$ cat config.mk
export PLATFORM = sky130hd
export DESIGN_NAME = pll_reset_sequencer
export DESIGN_NICKNAME = d
export VERILOG_FILES = /design/src/rtl/pll_seq_pkg.sv /design/src/rtl/bit_sync.sv /design/src/rtl/pll_reset_sequencer.sv
export SDC_FILE = /design/constraint.sdc
export NUM_CORES = 1
export LEC_CHECK = 0
export CAP_MARGIN = 0
export CORE_MARGIN = 3
export CORE_UTILIZATION = 54
export CTS_CLUSTER_DIAMETER = 50
export CTS_CLUSTER_SIZE = 14
export DETAILED_ROUTE_END_ITERATION = 10
export PLACE_DENSITY = 0.78
export SYNTH_ARGS = -nofsm -noshare
export SYNTH_HDL_FRONTEND = slang
export SYNTH_SLANG_ARGS = --single-unit
$ cat constraint.sdc
create_clock -name clk -period 3.2 [get_ports clk]
set_input_delay 0.64 -clock clk [delete_from_list [all_inputs] [get_ports clk]]
set_output_delay 0.64 -clock clk [all_outputs]
set_load 0.05 [all_outputs]
$ cat src/rtl/pll_seq_pkg.sv
// Shared types and default timing for the PLL reset sequencer.
// No datapath latency; no flow control (pure constants and helpers).
package pll_seq_pkg;

  typedef enum logic [2:0] {
    PLLRST   = 3'd0,
    WAITLOCK = 3'd1,
    STABLE   = 3'd2,
    RELEASE  = 3'd3,
    RUN      = 3'd4,
    FAIL     = 3'd5
  } state_t;

  localparam int unsigned DEF_PLL_RST_CYCLES      = 32;
  localparam int unsigned DEF_LOCK_TIMEOUT_CYCLES = 270000;
  localparam int unsigned DEF_LOCK_STABLE_CYCLES  = 2700;
  localparam int unsigned DEF_DSP_RST_HOLD        = 16;
  localparam int unsigned DEF_MAX_RETRIES         = 3;
  localparam int unsigned DEF_SYNC_STAGES         = 2;

  function automatic int unsigned max4(input int unsigned a, input int unsigned b,
                                       input int unsigned c, input int unsigned d);
    int unsigned m;
    m = a;
    if (b > m) m = b;
    if (c > m) m = c;
    if (d > m) m = d;
    return m;
  endfunction

endpackage

$ cat src/rtl/bit_sync.sv
// Multi-flop synchronizer for one asynchronous level signal.
// Latency STAGES cycles; no flow control.
module bit_sync #(
  parameter int unsigned STAGES = 2
) (
  input  logic clk,
  input  logic reset,
  input  logic din,
  output logic dout
);

  logic [STAGES-1:0] sync_q;

  always_ff @(posedge clk) begin
    if (reset) sync_q <= '0;
    else       sync_q <= {sync_q[STAGES-2:0], din};
  end

  assign dout = sync_q[STAGES-1];

endmodule

$ cat src/rtl/pll_reset_sequencer.sv
// Supervises rPLL reset/lock and sequences DSP reset release with bounded relock retries.
// Outputs decode the state register; lock sampled through a SYNC_STAGES synchronizer; no flow control.
module pll_reset_sequencer
  import pll_seq_pkg::*;
#(
  parameter int unsigned PLL_RST_CYCLES      = DEF_PLL_RST_CYCLES,
  parameter int unsigned LOCK_TIMEOUT_CYCLES = DEF_LOCK_TIMEOUT_CYCLES,
  parameter int unsigned LOCK_STABLE_CYCLES  = DEF_LOCK_STABLE_CYCLES,
  parameter int unsigned DSP_RST_HOLD        = DEF_DSP_RST_HOLD,
  parameter int unsigned MAX_RETRIES         = DEF_MAX_RETRIES,
  parameter int unsigned SYNC_STAGES         = DEF_SYNC_STAGES
) (
  input  logic       clk,
  input  logic       reset,
  input  logic       pll_lock,
  input  logic       relock_req,
  output logic       pll_reset,
  output logic       dsp_reset,
  output logic       ready,
  output logic       fail,
  output logic [2:0] retry_cnt,
  output logic [7:0] lock_loss_cnt,
  output logic [2:0] state
);

  localparam int unsigned CNT_MAX = max4(PLL_RST_CYCLES, LOCK_TIMEOUT_CYCLES,
                                         LOCK_STABLE_CYCLES, DSP_RST_HOLD);
  localparam int unsigned CNT_W   = (CNT_MAX > 1) ? $clog2(CNT_MAX) : 1;

  localparam logic [CNT_W-1:0] RST_LAST  = CNT_W'(PLL_RST_CYCLES - 1);
  localparam logic [CNT_W-1:0] TMO_LAST  = CNT_W'(LOCK_TIMEOUT_CYCLES - 1);
  localparam logic [CNT_W-1:0] STB_LAST  = CNT_W'(LOCK_STABLE_CYCLES - 1);
  localparam logic [CNT_W-1:0] HOLD_LAST = CNT_W'(DSP_RST_HOLD - 1);
  localparam logic [2:0]       RETRY_MAX = 3'(MAX_RETRIES);

  state_t           state_q, state_d;
  logic [CNT_W-1:0] cnt_q, cnt_d;
  logic [2:0]       retry_q, retry_d;
  logic [7:0]       loss_q, loss_d;
  logic             lock_s;

  bit_sync #(.STAGES(SYNC_STAGES)) u_lock_sync (
    .clk   (clk),
    .reset (reset),
    .din   (pll_lock),
    .dout  (lock_s)
  );

  always_ff @(posedge clk) begin
    if (reset) begin
      state_q <= PLLRST;
      cnt_q   <= '0;
      retry_q <= '0;
      loss_q  <= '0;
    end else begin
      state_q <= state_d;
      cnt_q   <= cnt_d;
      retry_q <= retry_d;
      loss_q  <= loss_d;
    end
  end

  always_comb begin
    state_d = state_q;
    cnt_d   = cnt_q;
    retry_d = retry_q;
    loss_d  = loss_q;
    // A relock request outranks both lock loss and timeout in the same cycle.
    if (relock_req && state_q != PLLRST) begin
      state_d = PLLRST;
      if (state_q == FAIL) retry_d = '0;
    end else begin
      case (state_q)
        PLLRST:   if (cnt_q == RST_LAST) state_d = WAITLOCK;
        WAITLOCK: begin
          if (lock_s) begin
            state_d = STABLE;
          end else if (cnt_q == TMO_LAST) begin
            if (retry_q < RETRY_MAX) begin
              retry_d = retry_q + 3'd1;
              state_d = PLLRST;
            end else begin
              state_d = FAIL;
            end
          end
        end
        STABLE: begin
          if (!lock_s)                state_d = WAITLOCK;
          else if (cnt_q == STB_LAST) state_d = RELEASE;
        end
        RELEASE: begin
          if (!lock_s) begin
            state_d = PLLRST;
            if (loss_q != 8'hFF) loss_d = loss_q + 8'd1;
          end else if (cnt_q == HOLD_LAST) begin
            state_d = RUN;
            retry_d = '0;
          end
        end
        RUN: begin
          if (!lock_s) begin
            state_d = PLLRST;
            if (loss_q != 8'hFF) loss_d = loss_q + 8'd1;
          end
        end
        FAIL:    state_d = FAIL;
        default: state_d = PLLRST;
      endcase
    end
    // RUN and FAIL have no timed exit, so their counter simply holds.
    if (state_d != state_q)                    cnt_d = '0;
    else if (state_q != RUN && state_q != FAIL) cnt_d = cnt_q + 1'b1;
  end

  assign pll_reset     = (state_q == PLLRST) || (state_q == FAIL);
  assign dsp_reset     = (state_q != RUN);
  assign ready         = (state_q == RUN);
  assign fail          = (state_q == FAIL);
  assign retry_cnt     = retry_q;
  assign lock_loss_cnt = loss_q;
  assign state         = state_q;

endmodule

# ---- Word level (Yosys, flattened, before mapping)
# Index checks and enable logic that the tools add are counted.
dict set report totals {
  output_inout_bits 18
  word_cells 59
  reg_bits 35
  input_bits 4
}
dict set report classes {
  n_addsub 3
  eq_ne 19
  n_reduce_logical 10
  magnitude_cmp 1
  muxes 19
  n_bitwise 2
}
# cell count
set ops {}
lappend ops {{$mux W3} 17}
lappend ops {{$add A19 B1 Y19 const B} 1}
lappend ops {{$eq A19 B12 Y1 const B} 1}
lappend ops {{$eq A19 B19 Y1 const B} 1}
lappend ops {{$eq A19 B4 Y1 const B} 1}
lappend ops {{$eq A19 B5 Y1 const B} 1}
lappend ops {{$ne A3 B3 Y1 const B} 6}
lappend ops {{$pmux W3 S6} 1}
lappend ops {{$add A8 B1 Y8 const B} 1}
lappend ops {{$ne A8 B8 Y1 const B} 1}
lappend ops {{$reduce_and A7 Y1} 1}
lappend ops {{$eq A3 B2 Y1 const B} 2}
lappend ops {{$eq A3 B3 Y1 const B} 2}
lappend ops {{$pmux W3 S2} 1}
lappend ops {{$reduce_bool A3 Y1} 2}
lappend ops {{$reduce_and A4 Y1} 1}
lappend ops {{$reduce_or A2 Y1} 2}
lappend ops {{$add A3 B1 Y3 const B} 1}
lappend ops {{$eq A3 B1 Y1 const B} 1}
lappend ops {{$logic_not A3 Y1} 1}
lappend ops {{$lt A3 B2 Y1 const B} 1}
lappend ops {{$ne A3 B2 Y1 const B} 1}
lappend ops {{$ne A3 B3 Y1} 1}
lappend ops {{$logic_and A1 B1 Y1} 2}
lappend ops {{3 further kinds} 4}

# ---- Longest topological paths before layout
dict set report logic_depth {
  word_depth 8
  ltp_mapped 9
  mapped_depth_nobuf 8
}

# ---- By module
# A second synthesis with hierarchy kept.
dict set report hier_totals {
  hier_cells 232
  hier_area_um2 2018.2
}
# mod cells_per_inst n_inst area_each_um2
set modules_own_cells {}
lappend modules_own_cells {pll_reset_sequencer 228 1 1965.6}
lappend modules_own_cells {bit_sync 4 1 52.6}

# ---- Least setup slack after synthesis
# Ideal clock, no wire load.
dict set report synth_path {
  kind {reg2reg}
  startpoint {reg state_q[2], in the netlist state[2]}
  endpoint {reg loss_q[5], in the netlist lock_loss_cnt[5]}
  setup_time_ns 0.128
  synth_period_minus_slack_ns 2.582
  stages_incl_launch_ff 9
  arrival_time_ns 2.455
  slack_ns 0.618
  path_cell_list {dfxtp_1 clkbuf_1 nor2b_1 nand2_1 a2111o_1 nor2_1 nand3_1 xor2_1 nor2_1}
}
dict set report synth_between {
  elab_chain_cells 4
}
# item line
set synth_rtl {}
lappend synth_rtl {{from (decl)} pll_reset_sequencer.sv:36} ;# state_t state_q, state_d;
lappend synth_rtl {{from (signal assigned)} pll_reset_sequencer.sv:56} ;# state_q <= state_d;
lappend synth_rtl {{parallel branches: the longest is 3 deep, another holds $eq A3 B3 Y1} -}
lappend synth_rtl {{$reduce_and A4 Y1 (no source line) (*)} -}
lappend synth_rtl {{to (signal assigned)} pll_reset_sequencer.sv:59} ;# loss_q <= loss_d;
lappend synth_rtl {{to (decl)} pll_reset_sequencer.sv:39} ;# logic [7:0] loss_q, loss_d;
# Mark *: on every way between the ends.
# A chain may end at the register's enable or synchronous reset.

# ---- Worst setup path after layout
dict set report layout_path {
  startpoint {reg state_q[1], in the netlist state[1]}
  endpoint {out fail}
}
dict set report layout_between {
  elab_chain_cells 1
}
# item line
set layout_rtl {}
lappend layout_rtl {{$eq A3 B3 Y1} pll_reset_sequencer.sv:118} ;# assign fail = (state_q == FAIL);
lappend layout_rtl {{to (decl)} pll_reset_sequencer.sv:20} ;# output logic fail,
# No other way between the ends.

==> results.cfg <==
[outcome]
status = completed

[global_routing]
grt_pass1_vias = 1412
grt_usage_pct = 20.1
grt_pass1_wl_um = 6600
antenna_found_initial = 0
grt_start_max_net_pins = 20
grt_overflow = 0

[yosys]
synth_cell_types = 45
ys_seq_area_share_pct = 38.1
synth_top_cell_by_area = dfxtp_1
syn-num-nets = 226
synth_seq_cells = 35
syn_inst = 219
synthFlopType = dfxtp_1
syn_area_um2 = 1840
netlist.area_leader.share_pct = 38.1
syn_avg_cell_area_um2 = 8.39
yosysWarnings = 0
synthTopCellsByArea = dfxtp_1, xor2_1, nor3_1
synthArstFlopShare_pct = 0
synth_edf_count = 0

[worst_setup_path]
cpPeakStageDelay_ns = 0.81
timing.critical_path.cells = inv_1 -> nand2_1 -> nor2_1 -> clkdlybuf4s50_1
critPathLaunch = state[1]$_SDFF_PP0_
reg2regPathDepth = 7
critPathMaxFanout = 14
critPathRequiredTime_ns = 2.56
worst_setup_path_end_kind = output pin
cp-endpoint = fail
rrSetupSlack_ns = 0.39
cpMaxStageDelayCell = clkdlybuf4s50_1
rr_endpoint = cnt_q[17]$_SDFFE_PP0P_
critPathKind = reg2out
r2r_start = cnt_q[15]$_SDFFE_PP0P_
arrival_ns = 2.21
critPathLaunchType = register

[power_and_ir_drop]
p_leak_nw = 0.799
power_density_nw_per_um2 = 373
ir_drop_mv = 0.299
total_power_uw = 797

[clock_tree]
clock_sinks = 35
cts_made_buffers = 5
clk_latency_ns = 0.36
htree_levels = 2
cts_hold_buf = 0
cts_setup_buffers = 0
clock_path_buffers = 2
cts_tree = yes
path_clk_slew_ns = 0.11
ctsRootBufferMaster = clkbuf_4
cts.repair.resized = 0

[sta]
skew_ns = 0.0132
fmax_mhz = 351
hold_viol_final = 0
rsz0062_at_grt = false
max_slew_margin_pct = 62.3
final-setup-viol-count = 0
setup_tns_ns = 0
min_period_over_period_pct = 89.0
period_minus_slack_ns = 2.85
drv_slew = 0
setup_slack_ns = 0.350
tightest_slew_ns = 0.565

[finish]
drive_above_1_share_pct = 7.56
area_growth_pct = 16.4
final_cell_mix = dfxtp_1, nor2_1, nor3_1, clkdlybuf4s50_1, xor2_1
diodes = 0
final_nets = 244
layout_commonest_cell = dfxtp_1

[floorplanning]
io_pins = 22
die_y_um = 64.3
fp.coreArea_um2 = 3150
std_cell_rows = 20
fp.dieW_um = 64.3
dieArea_um2 = 4140
initial_utilization_pct = 58.3

[placed_design]
place_ws_ns = 0.444
io_buffers = 21
gp_congestion = 0.881
dp_hpwl_um = 2650

[detailed_routing]
ant_nets = 0
drc = 0
num_vias = 1581
dr.pass1.iters = 4
drtIter0Drc = 132
avgRoutedWirePerCell_um = 13.6
viasPerCell = 5.61
routed_wl_um = 3820

[run]
max_cap_violations = 0

[min_path]
hp-class = reg2reg
## through the flow
stage          cells  area [um2]  hold WS [ns]  util (%)
2_1_floorplan    219        1840         0.414         -
3_3_place_gp     274        2060         0.435      65.2
3_5_place_dp     274        2060         0.426      65.2
4_1_cts          282        2140         0.459      67.8
5_1_grt          282        2140         0.488      67.8
6_report         282        2140         0.457      67.8
## cell families (layout without fill, tap and decap cells)
family | after synthesis | after routing | synth area share [%]
AOI/OAI and AO/OA | 25 | 25 | 9.40
xor gates and xnor gates | 26 | 26 | 13.4
DFF | 35 | 35 | 38.1
adders and majority gates | 3 | 3 | 2.04
muxes | 3 | 3 | 1.63
buffers and inverters | 16 | 35 | 3.88
and+or+nand+nor | 111 | 111 | 31.5
## flip-flops by register name, summed over array words and instances (netlist names)
name	flops
state	3
cnt_q	19
u_lock_sync.sync_q	2
retry_cnt	3
lock_loss_cnt	8
## metal layers
metal	vias up	wire length [um]	global-route usage, %
li1	806	-	-
met1	733	1810	26.9
met2	35	1800	30.5
met3	7	156	4.39
met4	0	58	9.23
met5	-	0	0
## report_power, final
group / total, mW / internal (mW) / switching (mW)
logic: 0.0258 / 0.0110 / 0.0149
clock network: 0.325 / 0.164 / 0.161
registers: 0.447 / 0.440 / 0.00656
total: 0.797 / 0.615 / 0.182
## Yosys cell counts (4+ instances only)
master,n
a21oi_1,8
and3_1,4
clkbuf_1,8
dfxtp_1,35
inv_1,5
nand2_1,18
nand3_1,15
nand4_1,6
nor2_1,21
nor2b_1,6
nor3_1,21
xnor2_1,5
xor2_1,20
## critical path, delay by kind of cell, from the launching register on
kind | cells | cell delay [ns]
buffers and inverters | 2 | 1.03
flip-flops | 1 | 0.45
AND/OR/NAND/NOR | 2 | 0.38
## final cells by class
cell class / instances / area, um2
timing repair buffer: 22 / 218
clock inverter: 3 / 43.8
tap: 44 / 55.1
sequential: 35 / 701
inverter: 5 / 18.8
fill: 290 / 1010
multi-input combinational: 168 / 1060
clock buffer: 5 / 37.5
## worst min path at each step
stage	from	endpoint	slack [ns]	cells after the start
after floorplan	u_lock_sync.sync_q[0]$_SDFF_PP0_	u_lock_sync.sync_q[1]$_SDFF_PP0_	0.41	1
after detailed placement	u_lock_sync.sync_q[0]$_SDFF_PP0_	u_lock_sync.sync_q[1]$_SDFF_PP0_	0.43	1
after global routing	u_lock_sync.sync_q[0]$_SDFF_PP0_	u_lock_sync.sync_q[1]$_SDFF_PP0_	0.49	1
after CTS	u_lock_sync.sync_q[0]$_SDFF_PP0_	u_lock_sync.sync_q[1]$_SDFF_PP0_	0.46	1
final	u_lock_sync.sync_q[0]$_SDFF_PP0_	u_lock_sync.sync_q[1]$_SDFF_PP0_	0.46	1
after global placement	u_lock_sync.sync_q[0]$_SDFF_PP0_	u_lock_sync.sync_q[1]$_SDFF_PP0_	0.43	1
Note: power is estimated with default switching activity, not from simulation.
